File: src/rtl/freq_meter.sv
// Gated frequency and duty-cycle meter: counts rising edges and high samples of an
// asynchronous input over a programmable window of clk cycles, then strobes valid.
module freq_meter #(
    parameter  int GATE_CYCLES = 1000,
    parameter  int CNT_W       = 16,
    parameter  int SYNC_STAGES = 2,
    localparam int HIGH_W      = $clog2(GATE_CYCLES + 1)
) (
    input  logic              clk,
    input  logic              rst_n,
    input  logic              sig_in,
    input  logic              start,
    input  logic              continuous,
    input  logic              abort,
    output logic [CNT_W-1:0]  count,
    output logic [HIGH_W-1:0] high_time,
    output logic              overflow,
    output logic              valid,
    output logic              busy
);

    typedef enum logic [1:0] {IDLE, GATE, DONE} state_t;

    state_t                   state;
    logic [SYNC_STAGES-1:0]   sync_q;
    logic                     sig_s;
    logic                     sig_d;
    logic                     rise;
    logic [HIGH_W-1:0]        gate_cnt;
    logic [HIGH_W-1:0]        high_cnt;
    logic [HIGH_W-1:0]        high_nxt;
    logic [CNT_W-1:0]         edge_cnt;
    logic [CNT_W-1:0]         edge_nxt;
    logic                     ovf;
    logic                     ovf_nxt;

    assign sig_s = sync_q[SYNC_STAGES-1];
    assign rise  = sig_s & ~sig_d;

    // Free-running synchronizer so an edge right at window start is already visible.
    always_ff @(posedge clk or negedge rst_n) begin
        if (!rst_n) begin
            sync_q <= '0;
            sig_d  <= 1'b0;
        end else begin
            // NOTE: non-blocking assignments make every flop sample the pre-edge
            // value, which is what turns this into a real shift chain.
            sync_q <= {sync_q[SYNC_STAGES-2:0], sig_in};
            sig_d  <= sig_s;
        end
    end

    // Counter values including the current cycle's sample; used both for the
    // running count and for the result load on the final gate cycle.
    always_comb begin
        // NOTE: defaults first, so no path leaves a variable unassigned (no latch).
        edge_nxt = edge_cnt;
        ovf_nxt  = ovf;
        high_nxt = high_cnt;
        if (rise) begin
            if (&edge_cnt) ovf_nxt = 1'b1;
            else           edge_nxt = edge_cnt + CNT_W'(1);
        end
        if (sig_s) high_nxt = high_cnt + HIGH_W'(1);
    end

    always_ff @(posedge clk or negedge rst_n) begin
        if (!rst_n) begin
            state     <= IDLE;
            gate_cnt  <= '0;
            edge_cnt  <= '0;
            high_cnt  <= '0;
            ovf       <= 1'b0;
            count     <= '0;
            high_time <= '0;
            overflow  <= 1'b0;
            valid     <= 1'b0;
            busy      <= 1'b0;
        end else begin
            case (state)
                IDLE: begin
                    valid <= 1'b0;
                    if (start | continuous) begin
                        state    <= GATE;
                        busy     <= 1'b1;
                        gate_cnt <= '0;
                        edge_cnt <= '0;
                        high_cnt <= '0;
                        ovf      <= 1'b0;
                    end
                end
                GATE: begin
                    if (abort) begin
                        state <= IDLE;
                        busy  <= 1'b0;
                    end else begin
                        gate_cnt <= gate_cnt + HIGH_W'(1);
                        edge_cnt <= edge_nxt;
                        high_cnt <= high_nxt;
                        ovf      <= ovf_nxt;
                        if (gate_cnt == HIGH_W'(GATE_CYCLES - 1)) begin
                            state     <= DONE;
                            valid     <= 1'b1;
                            count     <= edge_nxt;
                            high_time <= high_nxt;
                            overflow  <= ovf_nxt;
                        end
                    end
                end
                DONE: begin
                    valid    <= 1'b0;
                    gate_cnt <= '0;
                    edge_cnt <= '0;
                    high_cnt <= '0;
                    ovf      <= 1'b0;
                    if (continuous) begin
                        state <= GATE;
                    end else begin
                        state <= IDLE;
                        busy  <= 1'b0;
                    end
                end
                default: begin
                    state <= IDLE;
                    valid <= 1'b0;
                    busy  <= 1'b0;
                end
            endcase
        end
    end

endmodule

File: config.mk
export PLATFORM = sky130hd
export DESIGN_NAME = freq_meter
export DESIGN_NICKNAME = d
export VERILOG_FILES = /design/src/rtl/freq_meter.sv
export SDC_FILE = /design/constraint.sdc
export NUM_CORES = 1
export LEC_CHECK = 0
export ABC_AREA = 1
export CAP_MARGIN = 20
export CORE_MARGIN = 2
export CORE_UTILIZATION = 46
export DETAILED_ROUTE_END_ITERATION = 12
export GPL_TIMING_DRIVEN = 0
export PLACE_DENSITY_LB_ADDON = 0.25
export SYNTH_ARGS = -nofsm -noshare
export SYNTH_HDL_FRONTEND = slang
export SYNTH_SLANG_ARGS = --single-unit
File: constraint.sdc
create_clock -name clk -period 1.9 [get_ports clk]
set_clock_uncertainty 0.05 [all_clocks]
set_input_delay 0.57 -clock clk [delete_from_list [all_inputs] [get_ports clk]]
set_output_delay 0.57 -clock clk [all_outputs]
set_load 0.02 [all_outputs]
# Word-level counts from Yosys, hierarchy flattened
# Index checks and enable logic that the tools add are counted.
totals:
  output_inout_bits: 29
  ff_bits: 71
op_classes:
  eq_ne: 9
  reduce_logical: 8
  n_addsub: 3
  bitwise_logic: 4
  n_mux: 28
op_table:
  columns: ["op", "count"]
  rows:
  - ["$mux W16", 4]
  - ["$pmux W10 S3", 2]
  - ["$pmux W16 S3", 1]
  - ["$mux W10", 4]
  - ["$add A10 B1 Y10 const B", 2]
  - ["$add A16 B1 Y16 const B", 1]
  - ["$reduce_and A16 Y1", 1]
  - ["$mux W1", 11]
  - ["$eq A10 B10 Y1 const B", 1]
  - ["$ne A2 B2 Y1 const B", 5]
  - ["$reduce_and A3 Y1", 3]
  - ["$mux W2", 3]
  - ["$pmux W1 S3", 2]
  - ["$pmux W2 S3", 1]
  - ["$reduce_and A2 Y1", 2]
  - ["$ne A3 B3 Y1 const B", 1]
  - ["$reduce_bool A3 Y1", 1]
  - ["$eq A2 B1 Y1 const B", 1]
  - ["$eq A2 B2 Y1 const B", 1]
  - ["$logic_not A2 Y1", 1]
  - ["$not A1 Y1", 2]
  - ["$and A1 B1 Y1", 1]
  - ["$or A1 B1 Y1", 1]

# Logic depth before layout (Yosys ltp)
depth:
  depth_word: 5
  ltp_mapped: 12
  mapped_depth_nobuf: 11

# Worst setup path after synthesis
# No wires, ideal clock.
synth_path:
  path_kind: "reg-to-reg"
  start: "reg edge_cnt[0]"
  end: "reg edge_cnt[0]"
  synth_period_minus_slack_ns: 1.577
  path_slack_ns: 0.323
  arrival_time_ns: 1.410
  stages_incl_launch_ff: 12
  setup_ns: 0.117
  t_required_ns: 1.733
  cell_sequence: "dfrtp_1 ha_1 buf_2 inv_2 nor2_2 nand2_4 nor2_4 nand2_1 nand2_1 nand2_1 nand3_1 nand2_1"
synth_between:
  elab_chain_cells: 5
synth_rtl:
  columns: ["item", "line_no", "source"]
  rows:
  - ["start, declared", "32", "logic [CNT_W-1:0] edge_cnt;"]
  - ["start signal, assigned", "98", "edge_cnt <= edge_nxt;"]
  - ["$add A16 B1 Y16 / $reduce_and A16 Y1 (equally long branches)", "62, 61", null]
  - ["$mux W16", "61", "if (&edge_cnt) ovf_nxt = 1'b1;"]
  - ["$mux W16 *", "60", "if (rise) begin"]
  - ["$mux W16 *", "93", "if (abort) begin"]
  - ["$pmux W16 S3 *", "80", "case (state)"]
# Every way passes the cells marked *; elsewhere a longest branch is shown, timed or not. The select of a mux whose other input is x is not followed.
# A chain may end at the register's enable or synchronous reset.

# Final worst setup path
layout_path:
  start: "reg edge_cnt[0]"
  end: "reg count[1]"
layout_between:
  elab_chain_cells: 3
layout_rtl:
  columns: ["item", "line_no", "source"]
  rows:
  - ["$add A16 B1 Y16 / $reduce_and A16 Y1 (equally long branches)", "62, 61", null]
  - ["$mux W16 *", "61", null]
  - ["$mux W16 *", "60", null]
  - ["end signal, assigned", "104", "count <= edge_nxt;"]
  - ["end, declared", "15", "output logic [CNT_W-1:0] count,"]
# Every way passes the cells marked *; elsewhere a longest branch is shown, timed or not.

==> results.md <==
* Outcome: complete, no violations
* CTS Buffer Depth at 2
* # rows at 32
* Crit path cell chain: ha_1 > buf_4 > inv_2 > nor2_4 > nand2_4 > nor2_4 > nand2_2 > nand2_1 > nand2_1 > nand3_1 > nand2_1
* # setup viols final at 0
* Layout Nets at 554
* Wl on met1 at 4.15 mm
* Initial antenna violation count at 0
* R2R Path Start: edge_cnt[0]
* Post-route cell area at 4390 µm²
* Total CTS buffers at 9
* CTS sink cnt at 71
* First-pass DRT Iterations at 4
* Cell count after synthesis at 496
* Largest net degree at the start of global routing at 70
* Max_slew headroom at 0.692
* Most common cell on crit path: nand2_1
* Clk_lat worst skew at 0.36 ns
* DRT antenna net count at 0
* CTS tree: yes
* Buffers on Ports at 34
* Final worst setup slack at 0.167 ns
* Min-delay src: sync_q[0]
* Post-synth ARST share at 1.00
* Ys Warns at 0
* Dpl ws at -0.329 ns
* Met2 wire length at 4.05 mm
* Number of max-cap violations at 0
* Routed wire length at 8.63 mm
* WP depth at 11
* DR WL met3 at 333 µm
* Power Total at 0.00365 W
* N_diodes at 0
* Critical Path AT at 1.93 ns
* Reg2reg path depth at 11
* Violation count after the first detailed-route iteration at 195
* Initial Util at 0.478
* Die height at 93.8 µm
* IO Count at 35
* Slowest CP cell: dfrtp_1
* Fmax achieved at 0.577 GHz
* Via density at 5.07
* Share of layout cells above drive strength 1 at 0.102
* Post-Synthesis Net Count at 505
* Worst Hold Class: reg -> reg
* DP Area at 4200 µm²
* FF+latch count, synth at 71
* Vias in the first global route at 3,262
* CP Max Fanout at 7
* First-pass GRT wire length at 15.0 mm
* Number of flops mapped to enable cells by yosys at 0
* Area Overhead vs Synth at 18.4%
* Post-route insts no fill at 652
* Register area at 1780 µm²
* Die area at 8800 µm²
* Most common cell in the synthesized netlist: nand2_1
* Synth area leader: dfrtp_1
* Mapped Area at 3710 µm²
* Power density over cell area at 831 nW/µm²
* CP delay by family, top: simple AND/OR/NAND/NOR gates
* Core Region at 7770 µm²
* Fill count at 770
* Total GRT Usage at 0.218
* Top Metal Used: met4
* DR WL/cell at 13.2 µm
* Syn_area_per_cell at 7.48 µm²
* Total placed cells including tap cells at 633
* Post-detailed-route DRC marker count at 0
* Hold Path End: sync_q[1]
* Hpwl dp at 5.98 mm
* H-tree levels at 3
* Vias at 3,305
* RSZ-0062 raised after global routing: true
* Worst Tran Pin Value at 0.462 ns
* Register area share after synthesis at 0.479
* Fin. Hold Viols at 0
* Hold Crit Depth at 0
* Grt total ovfl at 0
* CP Buf/Inv Count at 2
* Worst R2R Setup Slack at 0.17 ns
* Area of the multi-input gates at 1710 µm²
* Area share of the largest cell type after synthesis at 0.479
* Critical Path Source Type: flip-flop
* Peak VDD IR at 0.000560 V
* Die Width at 93.8 µm
* Minimum clock period at 1.73 ns
* CP required at 2.10 ns
* Most frequent cells after synthesis: nand2_1 (214), dfrtp_1 (71), nand3_1 (38)
* Final Slew Violations at 0
* Distinct cells, synth at 28
* GP Congestion at 0.848
* Worst R2R End: count[1]
* Primary FF master, synth: dfrtp_1
* CP Class: reg -> reg
* Final period util at 0.912
* Leakage power at 2.37 nW
* Fin util at 0.566
* Synth area leaders: dfrtp_1 (48%), nand2_1 (22%), nand3_1 (5.1%)
* Root Driver: clkbuf_8
* CP max stage delay at 0.43 ns
* Crit. End Element: flip-flop
* CTS clk-pin slew, worst paths at 0.09 ns
==> sequential cells by signal, indices dropped and copies added, names as in the netlist <==
| name | count |
|---|---|
| state | 2 |
| count | 16 |
| sync_q | 2 |
| overflow | 1 |
| busy | 1 |
| valid | 1 |
| edge_cnt | 16 |
| high_cnt | 10 |
| gate_cnt | 10 |
| high_time | 10 |
| ovf | 1 |
| sig_d | 1 |
==> cell families (layout without fill, tap and decap cells) <==
family,after synthesis,in the layout,synth area share
AND/OR/NAND/NOR,319,319,0.370
flip-flops,71,71,0.479
buffers and inverters,56,110,0.0621
AO/OA/AOI/OAI,38,38,0.0577
XOR/XNOR,9,9,0.0212
adder cells (fa/ha/maj),3,3,0.0101
==> layout make-up <==
| class | instances | area share |
|---|---|---|
| buffer | 14 | 0.0168 |
| clock buffer | 10 | 0.0313 |
| clock inverter | 6 | 0.0120 |
| inverter | 42 | 0.0364 |
| sequential | 71 | 0.405 |
| timing repair buffer | 38 | 0.0806 |
| multi-input combinational | 369 | 0.389 |
| tap | 102 | 0.0290 |
==> layout by cell type (no fill, tap or decap), drive strengths merged, types with 8 or more instances in the layout <==
master | netlist | layout
nand2 | 217 | 217
dfrtp | 71 | 71
inv | 42 | 45
nor2 | 44 | 44
nand3 | 38 | 38
dlygate4sd2 | 0 | 29
o21ai | 21 | 21
buf | 12 | 16
clkbuf | 2 | 12
a21oi | 10 | 10
nand4 | 8 | 8
==> layer usage <==
| metal | track usage | vias up |
|---|---|---|
| met1 | 0.292 | 1568 |
| met4 | 0.0568 | 0 |
| met3 | 0.0634 | 6 |
| met5 | 0 | - |
| met2 | 0.347 | 71 |
| li1 | - | 1660 |
==> power by group <==
part           leakage, nW  total [W]  internal, W  switching, W
Clock               0.0914    0.00117     0.000529      0.000637
Sequential           0.972    0.00174      0.00162      0.000116
Combinational         1.30   0.000747     0.000231      0.000516
==> what timing repair did <==
item,CTS,global route
pin swaps,0,1
resized for setup,29,7
hold buffers,1,0
setup buffers,0,2
hold endpoints to repair,2,0
setup endpoints to repair,29,36
==> how the worst max path moves through the flow <==
stage,start,endpoint,slack [ns]
final,edge_cnt[0],count[1],0.17
after global routing,edge_cnt[0],count[0],-0.02
after CTS,abort,high_cnt[7],0.05
after global placement,rst_n,high_time[5],-2.34
after detailed placement,continuous,high_cnt[7],-0.33
after floorplan,edge_cnt[0],edge_cnt[0],0.32
==> per-stage QoR <==
stage | TNS (ns) | hold WS [ns]
floorplan | 0 | 0.224
global placement | -177.57 | 0.292
detailed placement | -13.56 | 0.293
CTS | 0 | 0.315
global route | -0.0212 | 0.323
finish | 0 | 0.315
(Power assumes the default switching activity.)
